**src/rtl/uart_fifo_pkg.sv**
```systemverilog
// Shared definitions for the UART FIFO bridge: register map, STATUS layout,
// the UART "no byte" marker and the TX drain FSM state type.
package uart_fifo_pkg;

  // Register offsets from BASE_ADDR
  localparam logic [31:0] OFF_DATA   = 32'h0000_0000;
  localparam logic [31:0] OFF_STATUS = 32'h0000_0004;

  // UART receive data value meaning "nothing available"
  localparam logic [31:0] NO_DATA = 32'hFFFF_FFFF;

  // STATUS register field positions
  localparam int ST_TX_CNT_LSB = 0;
  localparam int ST_RX_CNT_LSB = 8;
  localparam int ST_TX_EMPTY   = 16;
  localparam int ST_TX_FULL    = 17;
  localparam int ST_RX_EMPTY   = 18;
  localparam int ST_RX_FULL    = 19;
  localparam int ST_RX_OVF     = 20;

  // Byte lane that must be strobed to clear rx_overflow through STATUS
  localparam int ST_CLR_STRB = 2;

  typedef enum logic {
    S_IDLE = 1'b0,
    S_SEND = 1'b1
  } tx_state_e;

endpackage

```
**src/rtl/sync_fifo.sv**
```systemverilog
// Single-clock FIFO with combinational head. A push while full is accepted
// only when a pop happens in the same cycle (the pop frees the slot).
module sync_fifo #(
  parameter int WIDTH = 8,
  parameter int DEPTH = 16
) (
  input  logic                     clk,
  input  logic                     reset,
  input  logic                     push,
  input  logic                     pop,
  input  logic [WIDTH-1:0]         wdata,
  output logic [WIDTH-1:0]         rdata,
  output logic [$clog2(DEPTH):0]   count,
  output logic                     full,
  output logic                     empty
);
  localparam int AW = $clog2(DEPTH);
  localparam int CW = AW + 1;

  logic [WIDTH-1:0] mem_q [DEPTH];
  logic [AW-1:0]    wptr_q, wptr_d, rptr_q, rptr_d;
  logic [CW-1:0]    count_q, count_d;
  logic             do_push, do_pop;

  assign full    = (count_q == CW'(DEPTH));
  assign empty   = (count_q == '0);
  assign do_pop  = pop && !empty;
  assign do_push = push && (!full || do_pop);
  assign rdata   = mem_q[rptr_q];
  assign count   = count_q;

  // Next pointers wrap naturally because DEPTH is a power of two
  always_comb begin
    wptr_d  = wptr_q;
    rptr_d  = rptr_q;
    count_d = count_q;
    if (do_push) wptr_d = wptr_q + 1'b1;
    if (do_pop)  rptr_d = rptr_q + 1'b1;
    if (do_push && !do_pop)      count_d = count_q + 1'b1;
    else if (do_pop && !do_push) count_d = count_q - 1'b1;
  end

  // Storage array carries no reset; contents are ignored once pointers clear
  always_ff @(posedge clk) begin
    if (do_push) mem_q[wptr_q] <= wdata;
  end

  // Pointer and occupancy registers
  always_ff @(posedge clk) begin
    if (reset) begin
      wptr_q  <= '0;
      rptr_q  <= '0;
      count_q <= '0;
    end else begin
      wptr_q  <= wptr_d;
      rptr_q  <= rptr_d;
      count_q <= count_d;
    end
  end

endmodule

```
**src/rtl/uart_fifo_bridge.sv**
```systemverilog
// Memory-mapped bridge between a valid/ready bus and a byte UART, with a TX
// FIFO drained by a two-state FSM and an RX FIFO filled from the UART.
module uart_fifo_bridge
  import uart_fifo_pkg::*;
#(
  parameter logic [31:0] BASE_ADDR = 32'h0100_0100,
  parameter int          DEPTH     = 16
) (
  input  logic        clk,
  input  logic        reset,
  input  logic        mem_valid_i,
  output logic        mem_ready_o,
  input  logic [31:0] mem_addr_i,
  input  logic [31:0] mem_wdata_i,
  input  logic [3:0]  mem_wstrb_i,
  output logic [31:0] mem_rdata_o,
  output logic        uart_dat_we_o,
  output logic        uart_dat_re_o,
  output logic [31:0] uart_dat_di_o,
  input  logic [31:0] uart_dat_do_i,
  input  logic        uart_dat_wait_i
);
  localparam int CW = $clog2(DEPTH) + 1;

  tx_state_e      state_q, state_d;
  logic           tx_push, tx_pop, tx_full, tx_empty;
  logic           rx_push, rx_pop, rx_full, rx_empty;
  logic [7:0]     tx_head, rx_head;
  logic [CW-1:0]  tx_count, rx_count;
  logic           ovf_q, ovf_d, ovf_set, ovf_clr;
  logic           sel_data, sel_stat, is_wr, rx_avail;
  logic [31:0]    status;
  logic           unused_wdata;

  assign unused_wdata = ^{mem_wdata_i[31:21], mem_wdata_i[19:8]};

  assign sel_data = mem_valid_i && (mem_addr_i == BASE_ADDR + OFF_DATA);
  assign sel_stat = mem_valid_i && (mem_addr_i == BASE_ADDR + OFF_STATUS);
  assign is_wr    = |mem_wstrb_i;
  assign rx_avail = (uart_dat_do_i != NO_DATA);

  sync_fifo #(.WIDTH(8), .DEPTH(DEPTH)) u_tx_fifo (
    .clk(clk), .reset(reset), .push(tx_push), .pop(tx_pop),
    .wdata(mem_wdata_i[7:0]), .rdata(tx_head), .count(tx_count),
    .full(tx_full), .empty(tx_empty)
  );

  sync_fifo #(.WIDTH(8), .DEPTH(DEPTH)) u_rx_fifo (
    .clk(clk), .reset(reset), .push(rx_push), .pop(rx_pop),
    .wdata(uart_dat_do_i[7:0]), .rdata(rx_head), .count(rx_count),
    .full(rx_full), .empty(rx_empty)
  );

  // STATUS word assembled from registered FIFO state
  always_comb begin
    status                          = '0;
    status[ST_TX_CNT_LSB +: 8]      = 8'(tx_count);
    status[ST_RX_CNT_LSB +: 8]      = 8'(rx_count);
    status[ST_TX_EMPTY]             = tx_empty;
    status[ST_TX_FULL]              = tx_full;
    status[ST_RX_EMPTY]             = rx_empty;
    status[ST_RX_FULL]              = rx_full;
    status[ST_RX_OVF]               = ovf_q;
  end

  // Bus decode: every accepted request completes in the cycle it is presented
  always_comb begin
    mem_ready_o = 1'b0;
    mem_rdata_o = '0;
    tx_push     = 1'b0;
    rx_pop      = 1'b0;
    ovf_clr     = 1'b0;
    if (!reset) begin
      if (sel_data) begin
        if (is_wr) begin
          // TX full stalls the write; only the registered count matters
          if (!mem_wstrb_i[0]) begin
            mem_ready_o = 1'b1;
          end else if (!tx_full) begin
            mem_ready_o = 1'b1;
            tx_push     = 1'b1;
          end
        end else begin
          mem_ready_o = 1'b1;
          if (rx_empty) begin
            mem_rdata_o = NO_DATA;
          end else begin
            mem_rdata_o = {24'b0, rx_head};
            rx_pop      = 1'b1;
          end
        end
      end else if (sel_stat) begin
        mem_ready_o = 1'b1;
        if (is_wr) ovf_clr = mem_wstrb_i[ST_CLR_STRB] && mem_wdata_i[ST_RX_OVF];
        else       mem_rdata_o = status;
      end
    end
  end

  // RX capture: a bus pop in the same cycle makes room in a full FIFO
  always_comb begin
    uart_dat_re_o = !reset && rx_avail;
    rx_push       = uart_dat_re_o && (!rx_full || rx_pop);
    ovf_set       = uart_dat_re_o && !rx_push;
    ovf_d         = ovf_q;
    if (ovf_clr) ovf_d = 1'b0;
    if (ovf_set) ovf_d = 1'b1;
  end

  // Sticky overflow flag
  always_ff @(posedge clk) begin
    if (reset) ovf_q <= 1'b0;
    else       ovf_q <= ovf_d;
  end

  // TX drain FSM next state and UART write outputs
  always_comb begin
    state_d       = state_q;
    uart_dat_we_o = 1'b0;
    uart_dat_di_o = '0;
    tx_pop        = 1'b0;
    if (!reset) begin
      case (state_q)
        S_IDLE: begin
          if (!tx_empty) begin
            uart_dat_di_o = {24'b0, tx_head};
            state_d       = S_SEND;
          end
        end
        S_SEND: begin
          uart_dat_we_o = 1'b1;
          uart_dat_di_o = {24'b0, tx_head};
          if (!uart_dat_wait_i) begin
            tx_pop  = 1'b1;
            state_d = S_IDLE;
          end
        end
        default: state_d = S_IDLE;
      endcase
    end
  end

  // TX drain FSM state register
  always_ff @(posedge clk) begin
    if (reset) state_q <= S_IDLE;
    else       state_q <= state_d;
  end

endmodule

```
**config.mk**
```make
export PLATFORM = sky130hd
export DESIGN_NAME = uart_fifo_bridge
export DESIGN_NICKNAME = d
export VERILOG_FILES = /design/src/rtl/uart_fifo_pkg.sv /design/src/rtl/sync_fifo.sv /design/src/rtl/uart_fifo_bridge.sv
export SDC_FILE = /design/constraint.sdc
export NUM_CORES = 1
export LEC_CHECK = 0
export BUFFER_PORTS_ARGS = -buffer_cell sky130_fd_sc_hd__buf_2
export CAP_MARGIN = 10
export CORE_MARGIN = 10
export CORE_UTILIZATION = 40
export DETAILED_ROUTE_END_ITERATION = 10
export HOLD_SLACK_MARGIN = 0.12
export PLACE_DENSITY_LB_ADDON = 0.2
export SETUP_SLACK_MARGIN = 0.02
export SLEW_MARGIN = 25
export SYNTH_ARGS = -nofsm -noshare
export SYNTH_HDL_FRONTEND = slang
export SYNTH_SLANG_ARGS = --single-unit
```
**constraint.sdc**
```tcl
create_clock -name clk -period 3.4 [get_ports clk]
set_input_delay 0.68 -clock clk [delete_from_list [all_inputs] [get_ports clk]]
set_output_delay 0.68 -clock clk [all_outputs]
set_load 0.02 [all_outputs]
```
==> impl_summary.log <==
INFO  metric clk_pin_slew_worst_paths = 0.06 ns
INFO  metric post_synth_main_area_contributors = sky130_fd_sc_hd__edfxtp_1 60%, sky130_fd_sc_hd__mux4_2 13%, sky130_fd_sc_hd__dfxtp_1 5.7%
INFO  metric final_report_hold_violation_count = 0
INFO  metric cts_num_sinks = 292
INFO  metric power.share.combinational = 0.083
INFO  metric p_leak = 5.200 nW
INFO  metric p_switching = 0.001920 W
INFO  metric clock_latency = 0.52 ns
INFO  metric dieWidth = 198.4 um
INFO  metric cts_resized = 1
INFO  metric layout.area.seq = 8411 sq um
INFO  metric multiInputGateArea = 4048 sq um
INFO  metric peakVddDrop = 0.0004329 V
INFO  metric insertedDiodeCount = 0
INFO  metric finalSetupViolCount = 0
INFO  metric clk_path_buf_depth = 3
INFO  metric tightestPinTransition = 0.8963 ns
INFO  metric worstPathMaxFanout = 6
INFO  metric clockPowerShare = 0.419
INFO  metric worstSetupStartpointType = register
INFO  metric syn-instance-count = 761
INFO  metric grt_overflow = 0
INFO  metric final_layout_size_suffix_gt1_frac = 0.3634
INFO  metric nets_final = 1055
INFO  metric number_of_antenna_violations_at_the_first_check_in_global_routing = 0
INFO  metric htree_levels = 2
INFO  metric finClkSkew = 0.02102 ns
INFO  metric wirelength = 28.20 mm
INFO  metric clock_tree.root_cell = sky130_fd_sc_hd__clkbuf_16
INFO  metric globalRouteMet2Util = 0.2432
INFO  metric max_cap_viol_count = 0
INFO  metric synth-edff-count = 256
INFO  metric critical_path.slowest_cell = sky130_fd_sc_hd__or4_1
INFO  metric synth.cell_area = 12730 sq um
INFO  metric cts_inserted_buffers = 34
INFO  metric p_seq_frac = 0.498
INFO  metric layout.filler_cells = 2696
INFO  metric gp_congestion = 0.7752
INFO  metric max_incr_delay_on_cp = 0.63 ns
INFO  metric min_period = 3.256 ns
INFO  metric run_status = finished, final reports clean
INFO  metric design.portCount = 171
INFO  metric first_pass_iters = 5
INFO  metric grt_use_met1 = 0.1913
INFO  metric drv_slew = 0
INFO  metric rsz_0062_raised_after_global_routing = false
INFO  metric global_route_track_usage_on_met3 = 0.02614
INFO  metric drc = 0
INFO  metric dp_hpwl = 19.30 mm
INFO  metric drt_iter0_markers = 396
INFO  metric routed_via_density = 5.138
INFO  metric critPathCaptureType = output port
INFO  metric gr-usage-all-layers = 0.1450
INFO  metric postCtsSetupBuffers = 0
INFO  metric number_of_global_route_vias_before_repair = 7359
INFO  metric ant_nets = 0
INFO  metric core.rowCount = 65
INFO  metric cts_tree = built
INFO  metric seq_cells_post_synth = 292
INFO  metric synth-warning-count = 0
INFO  metric finalCritPeriodShare = 0.9576
INFO  metric place_inst = 1296
INFO  metric synth_largest_type_area_fraction = 0.6041
INFO  metric p_per_area = 541.6 nW/um^2
INFO  metric instances_no_fill = 1354
INFO  metric core-area = 31470 sq um
INFO  metric critical_path.cell_chain = or4_1 -> nor2_2 -> nor2_1 -> a211oi_1 -> buf_2
INFO  metric worst_slew_margin_rel = 0.3992
INFO  metric wl_per_cell = 20.83 um
INFO  metric die_area = 39350 sq um
INFO  metric postSynth.topFlopCell = sky130_fd_sc_hd__edfxtp_1
INFO  metric switching_share = 0.2335
INFO  metric netlist.top_cell.by_area = sky130_fd_sc_hd__edfxtp_1
INFO  metric crit_arrival = 2.58 ns
INFO  metric cp_data_required_time = 2.72 ns
INFO  metric area_growth = 19.33%
INFO  metric floorplan.initialDensity = 0.4043
INFO  metric internal_power = 0.006304 W
INFO  metric fmax = 0.3072 GHz
INFO  metric worstHoldPathType = in -> reg
INFO  metric critical_path_class = reg -> out
INFO  metric setup_total_negative_slack = 0 ns
INFO  metric synthDistinctLibCells = 58
INFO  metric total_number_of_vias = 6957
INFO  metric grt.busiest_layer = met2
INFO  metric die_h = 198.4 um
INFO  metric grt_start_max_net_pins = 33
INFO  metric final_core_util = 0.4825
INFO  metric synth.yosys.seq_area_share = 0.6607
INFO  metric avgSynthCellArea = 16.72 sq um
INFO  metric hold_buffers = 0
INFO  metric ys_async_sr_fraction = 0
INFO  metric wire_length_of_the_first_global_routing_pass = 43.93 mm
INFO  metric port_buffers = 123
## power by group through the flow
stage | logic, W | registers, W | clock network (W)
floorplan | 0.000428 | 0.00413 | 0
global placement | 0.000660 | 0.00416 | 0
detailed placement | 0.000671 | 0.00417 | 0
CTS | 0.000680 | 0.00410 | 0.00353
global route | 0.000758 | 0.00411 | 0.00368
finish | 0.000682 | 0.00410 | 0.00344
## per-layer routing
metal / wire length, um / vias up
li1: - / 3263
met1: 12320 / 3520
met2: 13960 / 132
met3: 1455 / 42
met4: 474 / 0
met5: 0 / -
## path summary, 6_finish.rpt
path	from	end	slack, ns	depth (start not counted)
min reg2reg	ovf_q	ovf_q	0.51	1
min	uart_dat_do_i[7]	u_rx_fifo.mem_q[0][7]	0.40	1
max	u_rx_fifo.count[0]	mem_rdata_o[5]	0.14	5
max reg2reg	u_rx_fifo.count[0]	u_rx_fifo.count[4]	0.42	13
## layout by cell type (no fill, tap or decap), drive strengths merged, types with 3 or more instances in the layout
cell and instances:
a211oi 6, a21o 4, a21oi 25, and2 3, and3 5, buf 182, clkbuf 41, clkinv 14
conb 24, dfxtp 36, edfxtp 256, ha 19, inv 16, mux2 5, mux2i 14, mux4 72
nand2 48, nand2b 8, nand3 9, nand4 12, nor2 46, nor2b 15, nor3 20, nor4 16
nor4b 6, o211ai 3, o21ai 7, or3 4, xnor2 6, xor2 7
## Yosys cell counts (3+ instances only)
cell type	n
sky130_fd_sc_hd__edfxtp_1	256
sky130_fd_sc_hd__mux4_2	72
sky130_fd_sc_hd__nand2_1	48
sky130_fd_sc_hd__nor2_1	46
sky130_fd_sc_hd__buf_4	37
sky130_fd_sc_hd__dfxtp_1	36
sky130_fd_sc_hd__a21oi_1	25
sky130_fd_sc_hd__clkbuf_1	21
sky130_fd_sc_hd__ha_1	19
sky130_fd_sc_hd__nor2b_1	15
sky130_fd_sc_hd__inv_1	14
sky130_fd_sc_hd__mux2i_1	14
sky130_fd_sc_hd__buf_2	10
sky130_fd_sc_hd__nand4_1	10
sky130_fd_sc_hd__nor3_1	10
sky130_fd_sc_hd__nor3_2	10
sky130_fd_sc_hd__nand3_1	9
sky130_fd_sc_hd__nand2b_1	7
sky130_fd_sc_hd__nor4_4	7
sky130_fd_sc_hd__xor2_1	7
sky130_fd_sc_hd__a211oi_1	6
sky130_fd_sc_hd__nor4_1	6
sky130_fd_sc_hd__xnor2_1	6
sky130_fd_sc_hd__and3_1	5
sky130_fd_sc_hd__o21ai_0	5
sky130_fd_sc_hd__a21o_1	4
sky130_fd_sc_hd__mux2_2	4
sky130_fd_sc_hd__or3_1	4
sky130_fd_sc_hd__and2_1	3
sky130_fd_sc_hd__buf_1	3
sky130_fd_sc_hd__nor4_2	3
sky130_fd_sc_hd__nor4b_1	3
sky130_fd_sc_hd__o211ai_1	3
## cell families (layout without fill, tap and decap cells)
logic type,Yosys count,after routing,synth area share
AOI/OAI and AO/OA,61,61,0.03244
xor gates and xnor gates,13,13,0.008947
adders and majority gates,21,21,0.02183
buffers and inverters,87,255,0.03815
DFF,292,292,0.6607
muxes,91,91,0.1429
other,1,24,0.0002947
and+or+nand+nor,195,195,0.09478
## registers in the layout, summed over array words and instances (netlist names), named ones only
| name | cells |
|---|---|
| u_rx_fifo.mem_q | 128 |
| u_tx_fifo.mem_q | 128 |
| u_rx_fifo.count | 5 |
| u_tx_fifo.count | 5 |
| u_rx_fifo.rptr_q | 4 |
| u_rx_fifo.wptr_q | 4 |
| u_tx_fifo.rptr_q | 4 |
| u_tx_fifo.wptr_q | 4 |
| ovf_q | 1 |
| state_q | 1 |
## final cells by class
cell class	count	share of cell area
Sequential cell	292	0.5538
Multi-Input combinational cell	405	0.2665
Timing Repair Buffer	182	0.07300
Clock buffer	41	0.05776
Tap cell	402	0.03312
Clock inverter	17	0.01170
Inverter	15	0.004037
## worst max-delay path: cells and delay by family (launching register included)
kind            cells  cell delay, ns
compound gates      1            0.34
buf+inv             1            0.24
flops               1            0.37
simple gates        3            1.12
## through the flow
stage	power (W)	instance area (sq um)	setup WS (ns)	hold slack, ns
2_1_floorplan	0.004561	12880	-0.1826	0.4688
3_3_place_gp	0.004825	14090	-0.09587	0.4879
3_5_place_dp	0.004843	14110	-0.1160	0.4909
4_1_cts	0.008306	15170	0.1164	0.3781
5_1_grt	0.008547	15190	0.02027	0.3873
6_report	0.008224	15190	0.1443	0.3967
Power figures use the tool's default switching activity.
